**src/rtl/writeback_unit.sv**
```systemverilog
`default_nettype none
// writeback_unit: buffers executor results in a small FIFO and retires one entry per cycle
// to the register file, resolving port/PC write conflicts. Rev 1.0
module writeback_unit #(
  parameter int BIT_WIDTH    = 32,
  parameter int REG_COUNT_L2 = 4,
  parameter int NUM_WR_PORTS = 2,
  parameter int DEPTH        = 4,
  parameter int PC_INDEX     = 15,
  parameter int AUTO_INC     = 1
) (
  input  logic                                 clk,
  input  logic                                 reset,
  input  logic                                 in_valid,
  output logic                                 in_ready,
  input  logic [BIT_WIDTH-1:0]                 in_pc,
  input  logic                                 in_update_pc,
  input  logic [BIT_WIDTH-1:0]                 in_new_pc,
  input  logic [NUM_WR_PORTS-1:0]              in_wr_en,
  input  logic [NUM_WR_PORTS*REG_COUNT_L2-1:0] in_wr_addr,
  input  logic [NUM_WR_PORTS*BIT_WIDTH-1:0]    in_wr_value,
  input  logic                                 stall,
  input  logic                                 flush,
  output logic [NUM_WR_PORTS-1:0]              regfile_write_enable,
  output logic [NUM_WR_PORTS*REG_COUNT_L2-1:0] regfile_write_addr,
  output logic [NUM_WR_PORTS*BIT_WIDTH-1:0]    regfile_write_value,
  output logic                                 regfile_update_pc,
  output logic [BIT_WIDTH-1:0]                 regfile_new_pc,
  output logic [31:0]                          retired_count,
  output logic                                 conflict_error,
  output logic                                 empty
);

  localparam int PW = $clog2(DEPTH);
  localparam int CW = $clog2(DEPTH + 1);
  localparam logic [REG_COUNT_L2-1:0] PC_ADDR    = REG_COUNT_L2'(PC_INDEX);
  localparam logic [CW-1:0]           FULL_COUNT = CW'(DEPTH);

  logic [BIT_WIDTH-1:0]                 fifo_pc     [DEPTH];
  logic                                 fifo_upd    [DEPTH];
  logic [BIT_WIDTH-1:0]                 fifo_new_pc [DEPTH];
  logic [NUM_WR_PORTS-1:0]              fifo_en     [DEPTH];
  logic [NUM_WR_PORTS*REG_COUNT_L2-1:0] fifo_addr   [DEPTH];
  logic [NUM_WR_PORTS*BIT_WIDTH-1:0]    fifo_value  [DEPTH];

  logic [PW-1:0] rd_ptr, wr_ptr;
  logic [CW-1:0] count;
  logic          full, pop, push;

  assign full     = (count == FULL_COUNT);
  assign empty    = (count == '0);
  assign pop      = !empty && !stall && !flush;
  assign in_ready = !reset && !flush && (!full || pop);
  assign push     = in_valid && in_ready;

  always_ff @(posedge clk or posedge reset) begin
    if (reset) begin
      rd_ptr <= '0;
      wr_ptr <= '0;
      count  <= '0;
    end else if (flush) begin
      rd_ptr <= wr_ptr;
      count  <= '0;
    end else begin
      if (push) wr_ptr <= wr_ptr + PW'(1);
      if (pop)  rd_ptr <= rd_ptr + PW'(1);
      case ({push, pop})
        2'b10:   count <= count + CW'(1);
        2'b01:   count <= count - CW'(1);
        default: count <= count;
      endcase
    end
  end

  // Storage needs no reset: occupancy alone decides what is valid.
  always_ff @(posedge clk) begin
    if (push) begin
      fifo_pc[wr_ptr]     <= in_pc;
      fifo_upd[wr_ptr]    <= in_update_pc;
      fifo_new_pc[wr_ptr] <= in_new_pc;
      fifo_en[wr_ptr]     <= in_wr_en;
      fifo_addr[wr_ptr]   <= in_wr_addr;
      fifo_value[wr_ptr]  <= in_wr_value;
    end
  end

  logic [NUM_WR_PORTS*REG_COUNT_L2-1:0] head_addr;
  logic [NUM_WR_PORTS-1:0]              head_en, en_next;
  logic                                 head_upd, pc_target, conflict_next, upd_next;
  logic [BIT_WIDTH-1:0]                 new_pc_next;

  assign head_addr = fifo_addr[rd_ptr];
  assign head_en   = fifo_en[rd_ptr];
  assign head_upd  = fifo_upd[rd_ptr];

  always_comb begin
    en_next       = head_en;
    pc_target     = 1'b0;
    conflict_next = 1'b0;
    for (int i = 0; i < NUM_WR_PORTS; i++) begin
      if (head_en[i] && head_addr[i*REG_COUNT_L2 +: REG_COUNT_L2] == PC_ADDR) begin
        pc_target = 1'b1;
        if (head_upd) begin
          en_next[i]    = 1'b0;
          conflict_next = 1'b1;
        end
      end
      // Lower-numbered port wins a same-address collision.
      for (int j = 0; j < NUM_WR_PORTS; j++) begin
        if (j < i && head_en[j] && head_en[i] &&
            head_addr[j*REG_COUNT_L2 +: REG_COUNT_L2] == head_addr[i*REG_COUNT_L2 +: REG_COUNT_L2]) begin
          en_next[i]    = 1'b0;
          conflict_next = 1'b1;
        end
      end
    end
    upd_next    = 1'b0;
    new_pc_next = fifo_new_pc[rd_ptr];
    if (head_upd) begin
      upd_next = 1'b1;
    end else if (AUTO_INC == 1 && !pc_target) begin
      upd_next    = 1'b1;
      new_pc_next = fifo_pc[rd_ptr] + BIT_WIDTH'(4);
    end
  end

  always_ff @(posedge clk or posedge reset) begin
    if (reset) begin
      regfile_write_enable <= '0;
      regfile_write_addr   <= '0;
      regfile_write_value  <= '0;
      regfile_update_pc    <= 1'b0;
      regfile_new_pc       <= '0;
      retired_count        <= '0;
      conflict_error       <= 1'b0;
    end else if (pop) begin
      regfile_write_enable <= en_next;
      regfile_write_addr   <= head_addr;
      regfile_write_value  <= fifo_value[rd_ptr];
      regfile_update_pc    <= upd_next;
      regfile_new_pc       <= new_pc_next;
      retired_count        <= retired_count + 32'd1;
      if (conflict_next) conflict_error <= 1'b1;
    end else begin
      regfile_write_enable <= '0;
      regfile_update_pc    <= 1'b0;
    end
  end

endmodule
`default_nettype wire

```
**config.mk**
```make
export PLATFORM = sky130hd
export DESIGN_NAME = writeback_unit
export DESIGN_NICKNAME = d
export VERILOG_FILES = /design/src/rtl/writeback_unit.sv
export SDC_FILE = /design/constraint.sdc
export NUM_CORES = 1
export LEC_CHECK = 0
export ABC_AREA = 1
export CAP_MARGIN = 20
export CORE_MARGIN = 8
export CORE_UTILIZATION = 57
export DETAILED_ROUTE_END_ITERATION = 8
export PLACE_DENSITY_LB_ADDON = 0.12
export SETUP_SLACK_MARGIN = 0.1
export SLEW_MARGIN = 20
export SYNTH_ARGS = -nofsm -noshare
export SYNTH_HDL_FRONTEND = slang
export SYNTH_SLANG_ARGS = --single-unit
```
**constraint.sdc**
```tcl
create_clock -name clk -period 9.1 [get_ports clk]
set_clock_uncertainty 0.1 [all_clocks]
set_input_delay 0.91 -clock clk [delete_from_list [all_inputs] [get_ports clk]]
set_output_delay 0.91 -clock clk [all_outputs]
set_load 0.01 [all_outputs]
```
# == Word-level counts from Yosys, hierarchy flattened ==
# Memories as Yosys holds them, arrays and structs flattened. A register that Yosys moved wholly into a read port is not among the register bits.
# Cells that the tools add are included.
# word_totals
wordCells,72
reg_bits,83
output_inout_bits,142
ramBits,556
input_bits,144
n_memories,6
# op_classes
mux,24
reduce_logical,20
bitwise,1
add_sub_neg,6
eq_ne,6
# memory_table
memory,depth,width,rd,rd_ports_with_merged_regs,write_ports,line,rtl
fifo_value,4,64,1,1,1,44,logic [NUM_WR_PORTS*BIT_WIDTH-1:0] fifo_value [DEPTH];
fifo_new_pc,4,32,1,0,1,41,logic [BIT_WIDTH-1:0] fifo_new_pc [DEPTH];
fifo_pc,4,32,1,0,1,39,logic [BIT_WIDTH-1:0] fifo_pc [DEPTH];
fifo_addr,4,8,1,0,1,43,logic [NUM_WR_PORTS*REG_COUNT_L2-1:0] fifo_addr [DEPTH];
fifo_en,4,2,1,0,1,42,logic [NUM_WR_PORTS-1:0] fifo_en [DEPTH];
fifo_upd,4,1,1,0,1,40,logic fifo_upd [DEPTH];
# op_table
operator,count
$mux 32,2
$add 32x1->32 const B,1
$add 32x3->32 const B,1
$mux 1,17
$logic_and 1x1->1,9
$eq 4x4->1 const B,2
$mux 2,3
$pmux 3 s2,1
$logic_not 1->1,5
$add 2x1->2 const B,2
$eq 4x4->1,1
$reduce_and 2->1,2
$add 3x1->3 const B,1
$eq 3x3->1 const B,1
$logic_not 3->1,1
$mux 3,1
$reduce_bool 3->1,1
$sub 3x1->3 const B,1
$eq 2x1->1 const B,1
$eq 2x2->1 const B,1
$reduce_bool 2->1,1
$logic_or 1x1->1,1
$not 1->1,1

# == Depth between registers and ports, before layout ==
# depth
depth_word,10
ltp_mapped,17
depth_no_buf,15

# == Worst setup path after synthesis ==
# No wires, ideal clock.
# synth_timing
path_kind,input port to flip-flop
startpoint,input reset
endpoint,"memory fifo_addr[0][0] (netlist bit), enable pin"
required_ns,8.360
path_buffers,0
path_slack_ns,-2.062
setup_ns,0.640
cell_stages,5
t_arrival_ns,10.422
cell_sequence,inv_1 > nand3_1 > inv_1 > nand2_1 > nor2_1
# synth_via
elab_chain_cells,6
# synth_lines
element,line,rtl
"start, declared",13,"input logic reset,"
$logic_not 1->1 (no line),-,
$logic_and 1x1->1 (2 in series),53,assign in_ready = !reset && !flush && (!full || pop);
via in_ready,15,"output logic in_ready,"
$logic_and 1x1->1,54,assign push = in_valid && in_ready;
$mux 1,77,if (push) begin
$mux 1 (implied by the code),82,fifo_addr[wr_ptr] <= in_wr_addr;
"end, declared",43,
# The timed path passes the listed nets, and every way through them passes these cells.

# == Worst setup path after layout ==
# layout_timing
startpoint,input flush
endpoint,register count[2]
# layout_via
elab_chain_cells,8
elab_cells_between_ends,11
cone_classes,eq/ne (2); mux (2); reduce/logical (7)
# layout_lines
element,line,rtl
"start, declared",23,"input logic flush,"
$logic_not 1->1,"52, 53",
$logic_and 1x1->1,52,assign pop = !empty && !stall && !flush;
$logic_or 1x1->1,53,
$logic_and 1x1->1,53,
$logic_and 1x1->1,54,
$eq 2x1->1 / $eq 2x2->1 (equally long branches),67,"case ({push, pop})"
$pmux 3 s2,67,
$mux 3,61,end else if (flush) begin
"end signal, assigned",68,2'b10: count <= count + CW'(1);
"end signal, assigned",69,2'b01: count <= count - CW'(1);
"end signal, assigned",70,default: count <= count;
"end, declared",47,logic [CW-1:0] count;
# Parallel ways exist; a longest one is shown, timed or not.
# A chain may end at the register's enable or synchronous reset.

==> impl_metrics.json <==
{
  "min_path_type": "register to register",
  "grt_pass1_vias": 19200,
  "synthCells": 2475,
  "pre_cts_slack_ns": 4.17,
  "route.detailed.drc": 0,
  "synth_area_leaders": "edfxtp_1 58%, dfrtp_1 13%, nand2_1 8.6%, o21ai_0 3.9%, nor2_1 3.4%",
  "holdWs_ns": 0.368,
  "fin_crit_sh_pct": 47.5,
  "ys_types": 44,
  "crit_chain": "clkdlybuf4s50_1 > inv_1 > nand2_4 > inv_4 > buf_4 > nand2_1 > inv_1 > fa_1 > xnor2_1 > o21ai_0 > o21ai_0 > o311a_1",
  "netlist.area_leader.share_pct": 58.4,
  "dieHeight_um": 240,
  "max_freq_mhz": 231,
  "worstSkewPairLatency_ns": 0.61,
  "fp.dieW_um": 240,
  "h-tree-depth": 3,
  "p_per_area_mw_per_mm2": 296,
  "yosysWarnings": 0,
  "postCtsSetupBuffers": 0,
  "cp.arrival_ns": 4.76,
  "required_ns": 9.53,
  "gp_congestion": 0.921,
  "syn_nets": 2626,
  "num_vias": 19300,
  "maxCapViolations": 0,
  "max_slew_margin_pct": 26.4,
  "grtUsageTotal_pct": 24.0,
  "antenna_found_initial": 9,
  "intPower_mw": 6.64,
  "comb_power_share_pct": 30.7,
  "syn-cell-area_mm2": 0.0286,
  "drt-total-wl_mm": 70.0,
  "fin_ws_ns": 4.78,
  "slowest_delay_ns": 0.81,
  "ys_ff_latch": 703,
  "clockBufferDepth": 3,
  "outcome": "completed",
  "overflow": 0,
  "cts_root_buf": "clkbuf_16",
  "power.clock.fraction_pct": 28.2,
  "setup_viol": 0,
  "crit_type": "input pin to register",
  "detailedRoute.firstPassIterationCount": 5,
  "rows": 82,
  "synth_edf_count": 556,
  "clk_pin_slew_ns": 0.06,
  "crit_fanout": 72,
  "sw_frac_of_total_pct": 34.2,
  "power_switching_mw": 3.45,
  "syn_to_final_growth_pct": 19.4,
  "layout-drive-gt1-share_pct": 6.64,
  "hold_viol_final": 0,
  "async_flop_share_pct": 20.9,
  "cts_tree": "built",
  "avgViaCountPerCell": 5.58,
  "final_nets": 2880,
  "core_area_mm2": 0.0499,
  "grt_pass1_wl_mm": 107,
  "grt_max_degree": 104,
  "ant_nets": 0,
  "final_max_slew_viol_count": 0,
  "crit_family": "buffers and inverters",
  "leakage_nw": 13.0,
  "cts_resized": 0,
  "hold_buffers": 0,
  "crit_slowest_cell": "buf_4",
  "crit_path_end_kind": "register",
  "dieArea_mm2": 0.0576,
  "crit_path_start_kind": "input pin",
  "clock_sinks": 703,
  "cts_buffers": 71,
  "start_util_pct": 57.3,
  "routedWlPerCell_um": 20.2,
  "p_seq_share_pct": 41.2,
  "dpl.hpwl_mm": 42.5,
  "reg2reg_setup_slack_ns": 4.79,
  "io_pins": 286,
  "place.port_buffers": 285,
  "ys_seq_area_share_pct": 71.3,
  "synth.largest_area_cell": "edfxtp_1",
  "worstMarginPinSlew_ns": 1.10,
  "synth_flop_cell": "edfxtp_1",
  "drtIter0Drc": 1570,
  "rsz0062_at_grt": "no",
  "synth_area_per_cell_um2": 11.5,
  "path_buf_inv": 5,
  "ir_drop_mv": 0.217,
  "min_period_ns": 4.32
}
-- area by class of cell --
class | instances | area (um^2)
diodes | 8 | 20.0
clock buffers | 96 | 1950
clock inverters | 35 | 314
fillers | 3672 | 15700
inverters | 121 | 472
multi-input cells | 1525 | 7120
flip-flops and latches | 703 | 20400
well taps | 672 | 841
repair buffers | 307 | 3020
-- worst reg2reg max path, cell delays in order (launching register included) --
cell and delay (ns):
dfrtp_4 0.96, buf_4 0.84, buf_4 0.74, nand2_1 0.22, nand2_1 0.13, nand2_1 0.06
nand2_1 0.15, nand2_1 0.10, nor2_2 0.13, nand2_1 0.07, nor2_2 0.19, nand3_1 0.11
nand2_1 0.17, nand2_1 0.10, a21oi_1 0.15
-- synth_stat cells (all sizes together) (2+ instances only) --
library cell / number
a21boi: 5
a21oi: 40
a32o: 6
a32oi: 3
and2: 2
buf: 58
clkbuf: 68
dfrtp: 147
edfxtp: 556
ha: 6
inv: 121
nand2: 662
nand3: 117
nand3b: 3
nand4: 9
nor2: 282
nor3: 6
o211ai: 7
o21ai: 224
o221ai: 4
o22ai: 88
or2: 11
xnor2: 17
xor2: 25
-- power by group through the flow --
stage                     sequential, mW  clock, mW  combinational (mW)
after CTS                           4.15       2.88                3.10
final                               4.16       2.84                3.09
after detailed placement            4.21          0                3.08
after global placement              4.20          0                3.00
after global routing                4.19       3.01                3.42
after floorplan                     4.20          0                1.93
-- flip-flops by register name, summed over array words and instances, names as in the netlist --
| register | cells |
|---|---|
| conflict_error | 1 |
| count | 3 |
| fifo_new_pc | 128 |
| fifo_addr | 32 |
| regfile_write_enable | 2 |
| rd_ptr | 2 |
| regfile_write_value | 64 |
| fifo_upd | 4 |
| retired_count | 32 |
| regfile_new_pc | 32 |
| regfile_update_pc | 1 |
| fifo_pc | 128 |
| regfile_write_addr | 8 |
| fifo_value | 256 |
| wr_ptr | 2 |
| fifo_en | 8 |
-- final timing paths --
| path | startpoint | to | cells past startpoint |
|---|---|---|---|
| min in group asynchronous | reset | retired_count[24]$_DFFE_PP0P_ | 2 |
| setup reg to reg | rd_ptr[0]$_DFFE_PP0P_ | regfile_new_pc[31]$_DFFE_PP0P_ | 14 |
| setup / recovery | flush | count[2]$_DFFE_PP0P_ | 12 |
| max in group asynchronous | reset | regfile_write_value[34]$_DFFE_PP0P_ | 3 |
| hold reg to reg | retired_count[31]$_DFFE_PP0P_ | retired_count[31]$_DFFE_PP0P_ | 1 |
| hold / removal | retired_count[31]$_DFFE_PP0P_ | retired_count[31]$_DFFE_PP0P_ | 1 |
-- logic make-up (layout without fill, tap and decap cells) --
group           count (synthesis)  in the layout  synth area share (%)
fa+ha+maj                       7              7                 0.333
xor+xnor                       42             42                  1.29
compound gates                381            381                  7.41
flops                         703            703                  71.3
simple gates                 1095           1095                  15.8
other cells                     0              8                     0
buf+inv                       247            559                  3.94
-- layer usage --
metal	routed length, um	global-route usage [%]
met1	29100	31.8
met2	33500	38.9
met3	5390	5.15
met4	1990	8.90
met5	13	0
-- cell usage in the layout, fill, tap and decap left out, types with 19 or more instances in the layout --
master,count
clkbuf_16,73
nand2_1,652
inv_1,114
a21oi_1,40
o21ai_0,222
buf_4,22
nor2_1,258
clkdlybuf4s50_1,285
o22ai_1,88
edfxtp_1,556
xor2_1,25
dfrtp_1,145
nand3_1,112
clkbuf_1,19
-- per-stage QoR --
stage	TNS (ns)	util (%)	std cells	area (um^2)	total power [mW]
after floorplan	-1146.41	-	2475	28600	6.13
after global placement	0	63.8	3328	31800	7.21
after detailed placement	0	63.8	3328	31800	7.29
after CTS	0	68.4	3459	34100	10.1
after global routing	0	68.4	3463	34100	10.6
final	0	68.4	3467	34100	10.1
Power figures use the tool's default switching activity.
